===== src/rtl/slave_in_port_pkg.sv =====
// Shared definitions for the slave-side bus input port: FSM state encoding,
// bus mode codes common with the master output port, and default widths.
package slave_in_port_pkg;

   typedef enum logic [2:0] {
      S_IDLE      = 3'd0,
      S_RX        = 3'd1,
      S_WRITE_MEM = 3'd2,
      S_READ_REQ  = 3'd3,
      S_READ_WAIT = 3'd4,
      S_TX_READ   = 3'd5
   } state_e;

   // Bus mode codes, identical to the ones the master port drives.
   localparam logic [1:0] MODE_INACTIVE = 2'b00;
   localparam logic [1:0] MODE_WRITE    = 2'b10;
   localparam logic [1:0] MODE_READ     = 2'b11;

   localparam int ADDR_LEN_DEF = 12;
   localparam int DATA_LEN_DEF = 8;

   function automatic int max_len(input int a, input int b);
      return (a > b) ? a : b;
   endfunction

endpackage


===== src/rtl/slave_read_serializer.sv =====
// Read-return serializer: loads a word, holds bit 0 with valid high until the
// master accepts, then shifts the remaining bits out LSB first, one per cycle.
module slave_read_serializer #(
   parameter int DATA_LEN = 8
) (
   input  logic                clk,
   input  logic                reset,
   input  logic                load_i,
   input  logic [DATA_LEN-1:0] load_data_i,
   input  logic                master_ready_i,
   output logic                slave_valid_o,
   output logic                tx_rdata_o,
   output logic                done_o
);

   localparam int CW = (DATA_LEN > 1) ? $clog2(DATA_LEN) : 1;
   localparam logic [CW-1:0] BIT_LAST = CW'(DATA_LEN - 1);

   logic [DATA_LEN-1:0] sh_q;
   logic                valid_q;
   logic                run_q;
   logic [CW-1:0]       cnt_q;

   // Load / hold-until-accepted / shift-out sequencing of the return word.
   // The acceptance edge does not shift, so bit 0 stays on the wire for one
   // more cycle and bit k lands k cycles after the handshake.
   always_ff @(posedge clk or negedge reset) begin
      if (!reset) begin
         sh_q    <= '0;
         valid_q <= 1'b0;
         run_q   <= 1'b0;
         cnt_q   <= '0;
      end else if (load_i) begin
         sh_q    <= load_data_i;
         valid_q <= 1'b1;
         run_q   <= 1'b0;
         cnt_q   <= '0;
      end else if (run_q) begin
         if (cnt_q == BIT_LAST) begin
            sh_q    <= '0;
            valid_q <= 1'b0;
            run_q   <= 1'b0;
            cnt_q   <= '0;
         end else begin
            sh_q  <= {1'b0, sh_q[DATA_LEN-1:1]};
            cnt_q <= cnt_q + 1'b1;
         end
      end else if (valid_q && master_ready_i) begin
         run_q <= 1'b1;
      end
   end

   assign slave_valid_o = valid_q;
   assign tx_rdata_o    = sh_q[0];
   assign done_o        = run_q && (cnt_q == BIT_LAST);

endmodule


===== src/rtl/slave_in_port.sv =====
// Slave-side bus input port. Deserialises LSB-first address/data streams
// after a master handshake, issues one memory write or read, and serialises
// read data back. Optional out-of-range address rejection is compiled in
// with SLAVE_ADDR_CHECK_EN.
module slave_in_port
   import slave_in_port_pkg::*;
#(
   parameter int ADDR_LEN  = ADDR_LEN_DEF,
   parameter int DATA_LEN  = DATA_LEN_DEF,
   parameter int MEM_DEPTH = 4096
) (
   input  logic                clk,
   input  logic                reset,
   input  logic                master_valid,
   input  logic                write_en,
   input  logic                read_en,
   input  logic                rx_address,
   input  logic                rx_data,
   output logic                slave_ready,
   output logic [ADDR_LEN-1:0] mem_addr,
   output logic [DATA_LEN-1:0] mem_wdata,
   output logic                mem_we,
   output logic                mem_re,
   input  logic [DATA_LEN-1:0] mem_rdata,
   input  logic                mem_rvalid,
   output logic                slave_valid,
   output logic                tx_rdata,
   input  logic                master_ready,
   output logic                addr_error
);

   localparam int N  = max_len(ADDR_LEN, DATA_LEN);
   localparam int CW = (N > 1) ? $clog2(N) : 1;
   localparam logic [CW-1:0] CNT_LAST   = CW'(N - 1);
   localparam logic [CW-1:0] CNT_A_LAST = CW'(ADDR_LEN - 1);
   localparam logic [CW-1:0] CNT_D_LAST = CW'(DATA_LEN - 1);
   // One extra bit so a depth equal to 2**ADDR_LEN is representable.
   localparam logic [ADDR_LEN:0] DEPTH_LIM = (ADDR_LEN + 1)'(MEM_DEPTH);

`ifdef SLAVE_ADDR_CHECK_EN
   localparam bit CHK_EN = 1'b1;
`else
   localparam bit CHK_EN = 1'b0;
`endif

   state_e              state_q;
   logic [1:0]          mode_q;
   logic [CW-1:0]       cnt_q;
   logic [ADDR_LEN-1:0] addr_sh_q;
   logic [DATA_LEN-1:0] data_sh_q;
   logic [ADDR_LEN-1:0] mem_addr_q;
   logic [DATA_LEN-1:0] mem_wdata_q;
   logic                mem_we_q;
   logic                mem_re_q;
   logic                slave_ready_q;
   logic                addr_ok;
   logic                ser_load;
   logic [DATA_LEN-1:0] ser_data;
   logic                ser_done;

   assign addr_ok = !CHK_EN || ({1'b0, addr_sh_q} < DEPTH_LIM);

`ifdef SLAVE_ADDR_CHECK_EN
   logic addr_error_q;
   assign addr_error = addr_error_q;
`else
   assign addr_error = 1'b0;
`endif

   // Serializer load: fresh memory data, or a zero word for a rejected read.
   always_comb begin
      ser_load = 1'b0;
      ser_data = '0;
      if (state_q == S_READ_REQ && !addr_ok) begin
         ser_load = 1'b1;
      end else if (state_q == S_READ_WAIT && mem_rvalid) begin
         ser_load = 1'b1;
         ser_data = mem_rdata;
      end
   end

   // Main transaction FSM with registered strobes and ready. The shift
   // registers shift right so that exactly ADDR_LEN / DATA_LEN shifts leave
   // the first (LSB) bit at index 0.
   always_ff @(posedge clk or negedge reset) begin
      if (!reset) begin
         state_q       <= S_IDLE;
         mode_q        <= MODE_INACTIVE;
         cnt_q         <= '0;
         addr_sh_q     <= '0;
         data_sh_q     <= '0;
         mem_addr_q    <= '0;
         mem_wdata_q   <= '0;
         mem_we_q      <= 1'b0;
         mem_re_q      <= 1'b0;
         slave_ready_q <= 1'b1;
`ifdef SLAVE_ADDR_CHECK_EN
         addr_error_q  <= 1'b0;
`endif
      end else begin
         mem_we_q <= 1'b0;
         mem_re_q <= 1'b0;
`ifdef SLAVE_ADDR_CHECK_EN
         addr_error_q <= 1'b0;
`endif
         case (state_q)
            S_IDLE: begin
               slave_ready_q <= 1'b1;
               cnt_q         <= '0;
               if (master_valid && slave_ready_q && (write_en ^ read_en)) begin
                  mode_q        <= write_en ? MODE_WRITE : MODE_READ;
                  addr_sh_q     <= {rx_address, addr_sh_q[ADDR_LEN-1:1]};
                  data_sh_q     <= {rx_data, data_sh_q[DATA_LEN-1:1]};
                  cnt_q         <= CW'(1);
                  slave_ready_q <= 1'b0;
                  state_q       <= S_RX;
               end
            end
            S_RX: begin
               if (!master_valid) begin
                  // Master gave up mid-stream: drop everything, no access.
                  state_q       <= S_IDLE;
                  mode_q        <= MODE_INACTIVE;
                  cnt_q         <= '0;
                  slave_ready_q <= 1'b1;
               end else begin
                  if (cnt_q <= CNT_A_LAST) addr_sh_q <= {rx_address, addr_sh_q[ADDR_LEN-1:1]};
                  if (cnt_q <= CNT_D_LAST) data_sh_q <= {rx_data, data_sh_q[DATA_LEN-1:1]};
                  if (cnt_q == CNT_LAST) begin
                     state_q <= (mode_q == MODE_WRITE) ? S_WRITE_MEM : S_READ_REQ;
                  end else begin
                     cnt_q <= cnt_q + 1'b1;
                  end
               end
            end
            S_WRITE_MEM: begin
               // Ready is restored by IDLE on the following edge.
               state_q <= S_IDLE;
               if (addr_ok) begin
                  mem_we_q    <= 1'b1;
                  mem_addr_q  <= addr_sh_q;
                  mem_wdata_q <= data_sh_q;
               end else begin
`ifdef SLAVE_ADDR_CHECK_EN
                  addr_error_q <= 1'b1;
`endif
               end
            end
            S_READ_REQ: begin
               if (addr_ok) begin
                  mem_re_q   <= 1'b1;
                  mem_addr_q <= addr_sh_q;
                  state_q    <= S_READ_WAIT;
               end else begin
`ifdef SLAVE_ADDR_CHECK_EN
                  addr_error_q <= 1'b1;
`endif
                  state_q <= S_TX_READ;
               end
            end
            S_READ_WAIT: begin
               // Also covers rvalid arriving together with mem_re.
               if (mem_rvalid) state_q <= S_TX_READ;
            end
            S_TX_READ: begin
               if (ser_done) begin
                  state_q       <= S_IDLE;
                  mode_q        <= MODE_INACTIVE;
                  slave_ready_q <= 1'b1;
               end
            end
            default: state_q <= S_IDLE;
         endcase
      end
   end

   slave_read_serializer #(.DATA_LEN(DATA_LEN)) u_ser (
      .clk            (clk),
      .reset          (reset),
      .load_i         (ser_load),
      .load_data_i    (ser_data),
      .master_ready_i (master_ready),
      .slave_valid_o  (slave_valid),
      .tx_rdata_o     (tx_rdata),
      .done_o         (ser_done)
   );

   assign slave_ready = slave_ready_q;
   assign mem_addr    = mem_addr_q;
   assign mem_wdata   = mem_wdata_q;
   assign mem_we      = mem_we_q;
   assign mem_re      = mem_re_q;

endmodule

===== config.mk =====
export PLATFORM = sky130hd
export DESIGN_NAME = slave_in_port
export DESIGN_NICKNAME = d
export VERILOG_FILES = /design/src/rtl/slave_in_port_pkg.sv /design/src/rtl/slave_read_serializer.sv /design/src/rtl/slave_in_port.sv
export SDC_FILE = /design/constraint.sdc
export NUM_CORES = 1
export LEC_CHECK = 0
export BUFFER_PORTS_ARGS = -buffer_cell sky130_fd_sc_hd__buf_2
export CORE_ASPECT_RATIO = 1.1
export CORE_MARGIN = 8
export CORE_UTILIZATION = 55
export CTS_CLUSTER_DIAMETER = 100
export DETAILED_ROUTE_END_ITERATION = 16
export PLACE_DENSITY = 0.82
export SYNTH_ARGS = -nofsm -noshare
export SYNTH_HDL_FRONTEND = slang
export SYNTH_SLANG_ARGS = --single-unit

===== constraint.sdc =====
create_clock -name clk -period 2.7 [get_ports clk]
set_clock_uncertainty 0.1 [all_clocks]
set_input_delay 0.54 -clock clk [delete_from_list [all_inputs] [get_ports clk]]
set_output_delay 0.54 -clock clk [all_outputs]
set_load 0.01 [all_outputs]

=== Word level (Yosys, flattened, before mapping) ===
Cells that the tools add are included.

* Input port bits: 17
* Register bits after elaboration: 65
* Output and inout bits: 26

* Muxes and demuxes: 45
* Magnitude comparators: 2
* $add $sub $neg: 2
* Reductions and logical operators: 18
* Bitwise operators: 1
* Eq/ne operators: 17

{| class="wikitable"
|+ Operators with widths
! cell !! number
|-
| two-way mux 8 bit || 6
|-
| two-way mux 12 bit || 3
|-
| two-way mux 3 bit || 8
|-
| one-hot mux 12 bit (2 select lines) || 1
|-
| two-way mux 1 bit || 16
|-
| one-hot mux 8 bit (2 select lines) || 1
|-
| AND reduction 4 bit || 4
|-
| one-hot mux 3 bit (5 select lines) || 1
|-
| inequality test 2 bit, second input constant || 7
|-
| == test 3 bit, second input constant || 3
|-
| two-way mux 4 bit || 2
|-
| one-hot mux 4 bit (2 select lines) || 1
|-
| two-way mux 7 bit || 1
|-
| == test 3 x 2 -> 1 bit, second input constant || 2
|-
| two-way mux 2 bit || 3
|-
| inequality test 3 bit, second input constant || 2
|-
| one-hot mux 2 bit (3 select lines) || 1
|-
| nonzero test 2 bit || 3
|-
| logical AND 1 bit || 5
|-
| adder 4 x 1 -> 4 bit, second input constant || 1
|-
| == test 4 bit, second input constant || 1
|-
| less-or-equal comparator 4 x 3 -> 1 bit, second input constant || 1
|-
| less-or-equal comparator 4 bit, second input constant || 1
|-
| AND reduction 2 bit || 2
|-
| other kinds (9) || 9
|}

=== Longest topological paths before layout ===
Gate-level depths: netlist of the first run.

* Depth in word-level cells: 5
* Mapped depth: 6
* Gate-level depth less buffers: 6

=== Modules after synthesis ===
Synthesis of the first run repeated with hierarchy kept, for this count alone.

* Cell total of the unflattened synthesis: 225
* Area, all modules: 2867.8 µm²

{| class="wikitable"
|+ Modules (own cells, without submodules)
! module !! area each (µm²) !! instances !! cells an instance !! seq. area each (µm²)
|-
| slave_in_port || 2217.1 || 1 || 162 || 1302.5
|-
| slave_read_serializer || 650.6 || 1 || 63 || 325.3
|}

=== Least setup slack after synthesis of the first run ===
OpenSTA, ideal clock, no wires.

* Path type: register to register
* From: register state_q[2]
* To: register cnt_q[0]
* Setup slack: 0.841 ns
* Data required time: 2.473 ns
* Library setup time: 0.127 ns
* Stages on the path, launching flop included: 7
* Period minus slack after synthesis: 1.859 ns
* Arrival time: 1.632 ns
* Path buffers: 2
* Cell sequence: dfrtp_1 > buf_4 > or2_1 > buf_6 > a31oi_4 > mux2_4 > a221o_2

* Cells in the longest elaborated chain, start to end: 3

{| class="wikitable"
|+ Ends and longest elaborated chain
! what !! line !! text
|-
| start: declaration || slave_in_port.sv:46 || <nowiki>state_e state_q;</nowiki>
|-
| start signal: assignment || slave_in_port.sv:130 || <nowiki>state_q <= (mode_q == MODE_WRITE) ? S_WRITE_MEM : S_READ_REQ;</nowiki>
|-
| == test 3 x 1 -> 1 bit or zero test 3 bit (tied branches) || slave_in_port.sv:106 || <nowiki>case (state_q)</nowiki>
|-
| inequality test 3 bit (no source line) or nonzero test 2 bit (tied branches) || n/a ||
|-
| AND reduction 2 bit (no source line) || n/a ||
|-
| end signal: assignment || slave_in_port.sv:132 || <nowiki>cnt_q <= cnt_q + 1'b1;</nowiki>
|-
| end: declaration || slave_in_port.sv:48 || <nowiki>logic [CW-1:0] cnt_q;</nowiki>
|}

Several ways; a longest one is shown, not always the timed one.
A chain may end at the register's enable or synchronous reset.

=== Final worst setup path of the first run ===
* From: register state_q[1]
* To: register cnt_q[0]

The elaborated chain is that of the path after synthesis.

==> results of run 1 <==
==> metal layers <==
metal  global-route usage [%]  routed length (um)
met1                    16.03                2317
met2                    23.06                2573
met5                        0                   0
met4                    8.024                  83
met3                    4.144                 216
==> per-stage QoR <==
stage | utilization, % | instances | setup slack (ns) | power [uW] | area (sq um)
after global routing | 66.54 | 326 | 0.6153 | 3059 | 3327
after global placement | 62.34 | 311 | 0.6053 | 2014 | 3117
after detailed placement | 62.34 | 311 | 0.5489 | 2048 | 3117
after CTS | 66.54 | 326 | 0.7304 | 2927 | 3327
after floorplan | - | 216 | 0.8414 | 1881 | 2853
final | 66.54 | 326 | 0.7258 | 2903 | 3327
==> layout by cell type, fill, tap and decap left out, types with 2 or more instances in the layout <==
cell | Yosys | final
a21oi_1 | 3 | 3
dfrtp_1 | 64 | 64
o211ai_1 | 2 | 2
nand3_1 | 2 | 2
clkbuf_8 | 0 | 10
buf_2 | 3 | 41
ha_1 | 3 | 3
mux2_4 | 11 | 11
nor2_1 | 11 | 11
nor3_2 | 1 | 2
mux2_2 | 33 | 33
and3_1 | 2 | 2
mux2i_1 | 10 | 10
buf_4 | 3 | 7
a22o_1 | 3 | 3
bufinv_16 | 0 | 2
nor3_1 | 4 | 3
o21ai_2 | 2 | 2
o21ai_0 | 11 | 11
clkbuf_1 | 3 | 2
inv_1 | 4 | 4
nor2b_1 | 8 | 8
nand2_1 | 13 | 13
==> power groups by stage <==
stage,clock network [uW],registers (uW),logic [uW]
final,875,1370,654
after global routing,934,1410,716
after CTS,890,1370,662
after detailed placement,0,1390,659
after global placement,0,1390,627
after floorplan,0,1320,560
==> cells in the mapped netlist (2+ instances only) <==
| library cell | instances |
|---|---|
| a22o_1 | 3 |
| dfrtp_1 | 64 |
| inv_1 | 4 |
| nand2_1 | 13 |
| mux2_2 | 33 |
| o211ai_1 | 2 |
| buf_4 | 3 |
| and3_1 | 2 |
| clkbuf_1 | 3 |
| ha_1 | 3 |
| nor2_1 | 11 |
| a21oi_1 | 3 |
| mux2_4 | 11 |
| mux2i_1 | 10 |
| buf_2 | 3 |
| o21ai_2 | 2 |
| buf_6 | 2 |
| nor3_1 | 4 |
| nor2b_1 | 8 |
| o21ai_0 | 11 |
| nand3_1 | 2 |
==> area by class of cell <==
cell class / count / area (sq um) / area share (%)
Clock buffer: 12 / 145.1 / 4.363
Clock inverter: 3 / 65.06 / 1.956
Inverter: 4 / 15.01 / 0.4513
Multi-Input combinational cell: 136 / 1144 / 34.37
Sequential cell: 65 / 1628 / 48.93
Tap cell: 58 / 72.57 / 2.181
Timing Repair Buffer: 48 / 257.7 / 7.747
==> final timing paths <==
kind | startpoint | endpoint | slack (ns) | depth (start not counted)
worst max-delay path | state_q[1] | cnt_q[0] | 0.73 | 4
worst min-delay path | reset | data_sh_q[6] | 0.05 | 1
worst max register to register | state_q[1] | cnt_q[0] | 0.73 | 4
worst min register to register | mem_addr[3] | mem_addr[3] | 0.40 | 1
max in group asynchronous | reset | slave_ready | 1.72 | 2
min in group clk | mem_rdata[3] | u_ser.sh_q[3] | 0.31 | 3
==> kinds of logic after synthesis <==
| family | after synthesis |
|---|---|
| compound gates | 30 |
| xor+xnor | 1 |
| fa+ha+maj | 3 |
| buf+inv | 15 |
| flops | 65 |
| mux | 54 |
| other cells | 1 |
| simple gates | 47 |
==> flip-flops by register name, indices dropped and copies added (netlist names), 2 cells and up <==
signal,cells
addr_sh_q,12
mem_addr,12
data_sh_q,8
mem_wdata,8
u_ser.sh_q,8
cnt_q,4
state_q,3
u_ser.cnt_q,3
mode_q,2
==> worst register-to-register path, stage by stage (launching register included) <==
cell,delay (ns)
dfrtp_1,0.46
or2_1,0.38
a31oi_4,0.27
mux2_4,0.32
a221o_2,0.33
==> results.md, run 1 <==
- Status: finished, final reports clean
- WHS: 0.05442 ns
- Synth area leader: dfrtp_1
- Pin count of the biggest net entering global routing: 24
- Final Hold Viols: 0
- Post-Synth Adder-Cell Area: 1.316%
- Post-synth top area share: 56.14%
- Die Ht: 91.54 um
- Clock-pin slew on the worst setup and hold paths: 0.07 ns
- ANT nets after route: 0
- Syn_nets: 236
- CP Max Fanout: 8
- Relative slew margins: 65.39%
- Fmax: 506.5 MHz
- Area contributors post-synth: dfrtp_1 (56%), mux2_2 (13%), mux2_4 (5.8%), mux2i_1 (3.5%), o21ai_0 (1.9%)
- PwrDens: 872.5 mW/mm^2
- Clock Power Share: 30.2%
- # rows: 27
- Synth unique cells: 40
- Vias in the first global route: 1,905
- Worst Path Required: 2.81 ns
- Ant. Diodes: 0
- Final min period: 1.974 ns
- Syn-to-layout area delta: 16.62%
- Post-synthesis sequential element count: 65
- YS warnings: 0
- DIE WIDTH: 84.67 um
- Routed WL per cell: 15.92 um
- Setup_tns: 0 ns
- Fin nets: 284
- Ys async rst share: 100.0%
- Root Driver: clkbuf_8
- Bufs and invs on worst path: 0
- Int Pwr: 2126 uW
- Max clock buf depth: 2
- Worst vdd ir: 0.4854 mV
- Sw Share: 26.75%
- Starting density of the core: 57.06%
- Clock buffer count from CTS: 9
- Post_cts resized: 0
- Cell Area, Synth: 0.002853 sq mm
- Arr. time, crit path: 2.08 ns
- Initial antenna violation count: 0
- RSZ-0062 raised after global routing: false
- Cells after synthesis: 216
- # DRC: 0
- Crit path cell chain: or2_1 -> a31oi_4 -> mux2_4 -> a221o_2
- CP Class: register to register
- Worst Setup Start Kind: register
- Slowest CP cell: dfrtp_1
- XOR/XNOR share of the synthesized area: 0.3070%
- Synth Area in Compound Gates: 7.763%
- Leakage: 0.001629 uW
- DR vias/cell: 5.482
- Placer Congestion: 0.8143
- Die area: 0.007750 sq mm
- H-tree levels: 3
- Post-Synth Simple-Gate Area: 8.070%
- Estimated wirelength of the detail-placed design: 3636 um
- Final wirelength: 5190 um
- Layout cells sized above 1: 43.66%
- GR Util All Layers: 14.06%
- CTS Hold Bufs: 0
- Port bufs: 41
- CP delay by family, top: compound AO/OA/AOI/OAI gates
- Final setup fails: 0
- Core Footprint: 0.005000 sq mm
- Syn avg cell area: 13.21 sq um
- Max-cap violations: 0
- Largest family of logic cells by synthesized area: multiplexers
- Min-Delay Path Class: input port to async pin
- Worst skew pair latency: 0.33 ns
- Post-synth top flop: dfrtp_1
- Switching power: 776.3 uW
- Via count: 1,787
- Max-slew violations: 0
- Max incr delay on CP: 0.46 ns
- First drt pass iteration count: 4
- GRT Residual Overflow: 0
- Worst setup EP type: register
- Clk sink count: 65
- Period utilisation layout: 73.12%
- Fillers: 370
- DR iter-0 viols: 94
- I/O Pins: 43
- Number of flops mapped to enable cells by yosys: 0
- Sequential element share of the synthesized area: 57.06%
- Combinational power share: 22.5%
- First-pass GRT wire length: 8790 um
- Worst slew pin tran: 0.5192 ns
- Setup repair bufs after CTS: 0
- Mux share of post-synthesis cell area: 22.32%
- Reg power frac: 47.3%
- CTS tree: yes
Note: power is estimated with default switching activity, not from simulation.
==> run 2, diff against run 1 <==
- ABC_AREA: not set -> 1
- CORE_UTILIZATION: 55 -> 51
- PLACE_DENSITY: 0.82 -> 0.81
- clock period: 2.7 -> 1.8 ns (I/O delays scaled with it)
==> run 2 against run 1 <==
Cell count grew 34%. Synthesized cell count grew 43%. Flip-flop and latch count is the same. Critical endpoint is now addr_sh_q[9].
==> results.md, run 2 <==
- Layout cells sized above 1: 23.42% (-20 points)
- Worst vdd ir: 0.8225 mV (+69%)
- Place WS: 0.08360 ns (-0.4653 ns)
- Die area: 0.008216 sq mm (+6.0%)
- Final wirelength: 5467 um (+5.3%)
- Sequential element share of the synthesized area: 57.31% (+0.25 points)
- Worst skew pair latency: 0.34 ns (about the same)
- Final Hold Viols: 0 (unchanged)
- Post-synth top cells: nand2_1 (108), dfrtp_1 (64), nand3_1 (37), inv_1 (22), nor2_1 (13)
- CP Max Fanout: 12 (+4)
- # DRC: 0 (unchanged)
- Reg power frac: 43.7% (-3.6 points)
- Combinational power share: 36.7% (+14 points)
- Number of flops mapped to enable cells by yosys: 0 (unchanged)
- CTS tree: yes
- Cell Area, Synth: 0.002840 sq mm (-0.44%)
- Port bufs: 41 (unchanged)
- YS warnings: 0 (unchanged)
- Fin nets: 378 (+33%)
- Root Driver: clkbuf_8
- CP Class: register to register
- Period utilisation layout: 92.62% (+19 points)
- GR Util All Layers: 14.85% (+0.79 points)
- Via count: 2,199 (+23%)
- Uppermost layer routed: met4
- Top-count cell post-synth: nand2_1
- Worst slew pin tran: 0.5612 ns (+0.04201 ns)
- Relative slew margins: 62.58% (-2.8 points)
- Cells after synthesis: 309 (+43%)
- Clock-pin slew on the worst setup and hold paths: 0.07 ns (about the same)
- DIE WIDTH: 87.16 um (+2.9%)
- Ys async rst share: 100.0% (unchanged)
- Ant. Diodes: 0 (unchanged)
- Setup_tns: 0 ns (unchanged)
- Final setup fails: 0 (unchanged)
- Final WS setup: 0.1329 ns (-0.5929 ns)
- I/O Pins: 43 (unchanged)
- GRT Residual Overflow: 0 (unchanged)
- Status: finished, final reports clean
- Synth unique cells: 29 (-28%)
- Die Ht: 94.27 um (+3.0%)
- Met1 WL: 2516 um (+8.6%)
- Routed WL per cell: 12.48 um (-22%)
- Routed length on met3: 225 um (+4.2%)
- Leakage: 0.001861 uW (+14%)
- RSZ-0062 raised after global routing: false
- Commonest non-fill, non-tap cells in the layout: nand2_1 (107), dfrtp_1 (64), buf_2 (41), nand3_1 (37), inv_1 (22)
- Syn-to-layout area delta: 17.14%
- Area contributors post-synth: dfrtp_1 (56%), nand2_1 (14%), nand3_1 (6.5%), mux2_2 (4.8%), inv_1 (2.9%)
- Sw Share: 39.67% (+13 points)
- Estimated wirelength of the detail-placed design: 3903 um (+7.3%)
- Clock buffer count from CTS: 9 (unchanged)
- Post-synthesis sequential element count: 65 (unchanged)
- Placer Congestion: 0.8480 (+4.1%)
- Max-cap violations: 0 (unchanged)
- Syn_nets: 329 (+39%)
- Syn avg cell area: 9.192 sq um (-30%)
- DR iter-0 viols: 104 (+11%)
- Post-synth top flop: dfrtp_1
- Worst Path Required: 1.97 ns (-0.84 ns)
- Setup repair bufs after CTS: 0 (unchanged)
- Vias in the first global route: 2,167 (+14%)
- Max clock buf depth: 2 (unchanged)
- First drt pass iteration count: 4 (unchanged)
- H-tree levels: 3 (unchanged)
- Clock Power Share: 19.6% (-11 points)
- Arr. time, crit path: 1.84 ns (-0.24 ns)
- Switching power: 2136 uW (+180%)
- # rows: 28 (+3.7%)
- Min-Delay Path Class: input port to register
- Starting density of the core: 52.64% (-4.4 points)
- Final min period: 1.667 ns (-0.3071 ns)
- Commonest non-fill, non-tap cell in the layout: nand2_1
- PwrDens: 1619 mW/mm^2 (+86%)
- Max-slew violations: 0 (unchanged)
- Worst Setup Start Kind: register
- DR vias/cell: 5.021 (-8.4%)
- Initial antenna violation count: 0 (unchanged)
- ANT nets after route: 0 (unchanged)
- Worst setup EP type: register
- Synth area leader: dfrtp_1
- Core Footprint: 0.005395 sq mm (+7.9%)
- Pin count of the biggest net entering global routing: 66 (+180%)
- Post-synth top area share: 56.39% (+0.25 points)
- First-pass GRT wire length: 9542 um (+8.6%)
- Int Pwr: 3249 uW (+53%)
- Met2 routed WL: 2623 um (+1.9%)
- Fmax: 599.8 MHz (+18%)
- Clk sink count: 65 (unchanged)
==> run 2: changes by cell type after synthesis, moves of 10 or more <==
cell     before  now
nand3_1       2   37
mux2_2       33   12
inv_1         4   22
mux2_4       11    0
nand2_1      13  108
mux2i_1      10    0
==> run 2: cell type report <==
type                       instances  area [sq um]
inverter                          24         90.09
multi-input combinational        212          1086
clock inverter                     7         47.55
clock buffer                       9         123.9
fill                             484          2068
tap                               75         93.84
timing repair buffer              46         257.7
sequential                        65          1628
==> run 2: worst paths after layout <==
check,slack (ns),cells after the start,endpoint,start
worst min register to register,0.37,2,mem_wdata[1],mem_wdata[1]
worst max register to register,0.13,8,addr_sh_q[9],state_q[0]
min in group asynchronous,0.46,3,cnt_q[1],reset
worst max-delay path,0.13,8,addr_sh_q[9],state_q[0]
max in group asynchronous,0.86,3,slave_ready,reset
worst min-delay path,0.14,3,u_ser.sh_q[4],mem_rdata[4]
==> run 2: power groups by stage <==
stage | sequential (uW) | clock, uW | combinational, uW
2_1_floorplan | 2380 | 0 | 1380
3_3_place_gp | 2350 | 0 | 1900
3_5_place_dp | 2380 | 0 | 1960
4_1_cts | 2350 | 1100 | 1980
5_1_grt | 2420 | 1170 | 2260
6_report | 2350 | 1060 | 1980
==> run 2: repair_timing <==
action,CTS,global route
resized for setup,0,3
hold endpoints to repair,64,0
setup endpoints to repair,0,20
hold buffers,1,0
==> run 2: critical path: stages, from the launching register on <==
cell	delay, ns
dfrtp_1	0.46
nor2_4	0.18
nand2_1	0.09
inv_1	0.08
nand3_2	0.12
nand2_4	0.17
buf_4	0.20
nand3_1	0.10
nand2_1	0.11
==> run 2: cell families after synthesis <==
group,after synthesis,share of synthesized area [%]
xor+xnor,2,0.6169
mux,12,4.758
fa+ha+maj,3,1.322
flops,65,57.31
simple gates,180,27.75
other cells,1,0.1320
compound gates,14,3.216
buf+inv,32,4.890
==> run 2: metrics by stage <==
step	cell area (sq um)	utilization, %	instances	hold slack [ns]	total power, uW
global placement	3133	58.07	421	0.3015	4246
detailed placement	3133	58.07	421	0.2994	4338
global route	3327	61.67	438	0.1288	5849
floorplan	2840	-	309	-0.03559	3764
finish	3327	61.67	438	0.1376	5386
CTS	3314	61.43	438	0.1196	5428
==> run 2: layer usage <==
| metal | track usage [%] | up-vias |
|---|---|---|
| met1 | 17.46 | 1044 |
| li1 | - | 1096 |
| met4 | 6.887 | 0 |
| met2 | 24.20 | 49 |
| met3 | 4.637 | 10 |
| met5 | 0 | - |
==> run 3, diff against run 2 <==
- CELL_PAD_IN_SITES_DETAIL_PLACEMENT: not set -> 1
- CELL_PAD_IN_SITES_GLOBAL_PLACEMENT: not set -> 1
- CORE_UTILIZATION: 51 -> 43
- PLACE_DENSITY: 0.81 -> 0.84
- clock period: 1.8 -> 1.7 ns (I/O delays scaled with it)
==> run 3 against run 2 <==
Count of clock-buffer cells in the layout did not move. Utilization down 9.4 points. Power is 9.5% higher. Global-route usage increased by 0.41 points.
==> results.md, run 3 (same netlist as run 2, synthesis figures left out) <==
- Starting density of the core: 43.85% (-8.8 points)
- Commonest non-fill, non-tap cells in the layout: nand2_1 (107), dfrtp_1 (64), buf_2 (41), nand3_1 (35), inv_1 (20)
- Fmax: 641.6 MHz (+7.0%)
- Utilization after layout: 52.29% (-9.4 points)
- Worst skew pair latency: 0.34 ns (about the same)
- Reg power frac: 41.8% (-1.9 points)
- Clk sink count: 65 (unchanged)
- Dpl cell area: 0.003199 sq mm (+2.1%)
- Design area: 0.003387 sq mm (+1.8%)
- Leakage: 0.001894 uW (+1.7%)
- Worst Setup Start Kind: register
- CP Max Fanout: 8 (-4)
- Arr. time, crit path: 1.73 ns (-0.11 ns)
- Max clock buf depth: 2 (unchanged)
- I/O Pins: 43 (unchanged)
- DR iter-0 viols: 63 (-39%)
- Worst setup EP type: register
- Max incr delay on CP: 0.43 ns (-0.03 ns)
- Max-slew violations: 0 (unchanged)
- Multi-input logic area: 0.001091 sq mm (+0.46%)
- Combinational power share: 39.6% (+2.9 points)
- Port bufs: 41 (unchanged)
- Core Footprint: 0.006477 sq mm (+20%)
- Layout cells sized above 1: 25.54% (+2.1 points)
- Final Hold Viols: 0 (unchanged)
- Clock buffer count from CTS: 9 (unchanged)
- CTS tree: yes
- DR vias/cell: 5.013 (-0.14%)
- Min-Delay Path Class: input port to register
- # DRC: 0 (unchanged)
- Worst vdd ir: 0.7973 mV (-3.1%)
- Worst Path Required: 1.87 ns (-0.10 ns)
- Initial antenna violation count: 0 (unchanged)
- # rows: 31 (+11%)
- Routed WL per cell: 14.59 um (+17%)
- Ant. Diodes: 0 (unchanged)
- Commonest non-fill, non-tap cell in the layout: nand2_1
- WHS: 0.1187 ns (-0.01888 ns)
- Fillers: 771 (+59%)
- Syn-to-layout area delta: 19.25%
- H-tree levels: 3 (unchanged)
- Int Pwr: 3523 uW (+8.4%)
- GRT Residual Overflow: 0 (unchanged)
- Fin nets: 384 (+1.6%)
- Switching power: 2372 uW (+11%)
- Finished Layout Cells: 450 (+2.7%)
- Clock-pin slew on the worst setup and hold paths: 0.07 ns (about the same)
- Die Ht: 101.2 um (+7.4%)
- GR Util All Layers: 15.26% (+0.41 points)
- FF/Latch Area: 0.001628 sq mm (unchanged)
- Final wirelength: 6567 um (+20%)
- Post-placement cell count: 434 (+3.1%)
- Clock Power Share: 18.6% (-1.0 points)
- ANT nets after route: 0 (unchanged)
- Root Driver: clkbuf_8
- Crit path cell chain: nor2_4 -> nand2_1 -> inv_1 -> nand3_2 -> nand2_2 -> buf_4 -> nand3_1 -> nand2_1
- Final setup fails: 0 (unchanged)
- First drt pass iteration count: 4 (unchanged)
- Bufs and invs on worst path: 2 (unchanged)
- Max-cap violations: 0 (unchanged)
- RSZ-0062 raised after global routing: true
- DIE WIDTH: 93.49 um (+7.3%)
- PwrDens: 1740 mW/mm^2 (+7.5%)
- Final min period: 1.559 ns (-0.1086 ns)
- CP most frequent cell: nand2_1
- Vias in the first global route: 2,453 (+13%)
- Pin count of the biggest net entering global routing: 66 (unchanged)
- Slowest CP cell: dfrtp_1
- Setup repair bufs after CTS: 0 (unchanged)
- Status: finished, final reports clean
- CP Class: register to register
- First-pass GRT wire length: 11,600 um (+22%)
- Die area: 0.009465 sq mm (+15%)
- Placer Congestion: 0.8091 (-4.6%)
- Period utilisation layout: 91.68% (-0.94 points)
- Estimated wirelength of the detail-placed design: 4596 um (+18%)
- Via count: 2,256 (+2.6%)
- CP delay by family, top: simple AND/OR/NAND/NOR gates
- Final Power: 5895 uW (+9.5%)
- Sw Share: 40.23% (+0.56 points)
==> run 3: cell count changes in the layout (fill, tap and decap cells not counted), moves of 2 or more <==
| cell | previous run | this run |
|---|---|---|
| nand3_1 | 37 | 35 |
| nand3_2 | 2 | 4 |
| inv_1 | 22 | 20 |
| buf_4 | 3 | 8 |
| inv_2 | 0 | 2 |
==> run 3: power by group through the flow <==
stage / combinational (uW) / clock, uW / sequential, uW
floorplan: 1460 / 0 / 2520
global placement: 2200 / 0 / 2460
detailed placement: 2290 / 0 / 2490
CTS: 2330 / 1130 / 2470
global route: 2680 / 1190 / 2550
finish: 2340 / 1100 / 2460
==> run 3: area by class of cell <==
cell class | count | share of cell area, %
Tap cell | 82 | 3.029
Clock inverter | 6 | 1.071
Clock buffer | 9 | 3.657
Multi-Input combinational cell | 212 | 32.21
Timing Repair Buffer | 52 | 9.309
Inverter | 24 | 2.660
Sequential cell | 65 | 48.06
==> run 3: worst paths after layout <==
check	start	end	slack, ns	cells after the start
setup reg to reg	state_q[1]	data_sh_q[1]	0.14	8
min in group asynchronous	reset	cnt_q[1]	0.43	3
max in group asynchronous	reset	mode_q[1]	0.77	3
hold / removal	mem_rdata[5]	u_ser.sh_q[5]	0.12	3
hold reg to reg	mem_wdata[1]	mem_wdata[1]	0.37	2
setup / recovery	state_q[1]	data_sh_q[1]	0.14	8
==> run 3: repair_timing <==
item | CTS | global route
gates resized for setup | 0 | 6
setup endpoints to repair | 0 | 14
hold buffers | 1 | 0
endpoints found under the hold margin | 64 | 0
==> run 3: metal layers <==
metal	GRT usage, %	vias up	routed length [um]
met2	25.24	36	3410
li1	-	1106	-
met5	0	-	0
met3	4.670	10	231
met1	17.80	1104	2819
met4	6.700	0	106
==> run 3: stage by stage <==
stage | setup slack [ns] | TNS [ns]
floorplan | 0.2663 | 0
global placement | 0.1743 | 0
detailed placement | 0.1049 | 0
CTS | 0.04553 | 0
global route | -0.01754 | -0.02297
finish | 0.1414 | 0
==> run 3: worst register-to-register path, cell delays in order (launching register included) <==
cell	delay (ns)
dfrtp_1	0.43
nor2_4	0.14
nand2_1	0.10
inv_1	0.09
nand3_2	0.09
nand2_2	0.14
buf_4	0.18
nand3_1	0.10
nand2_1	0.11
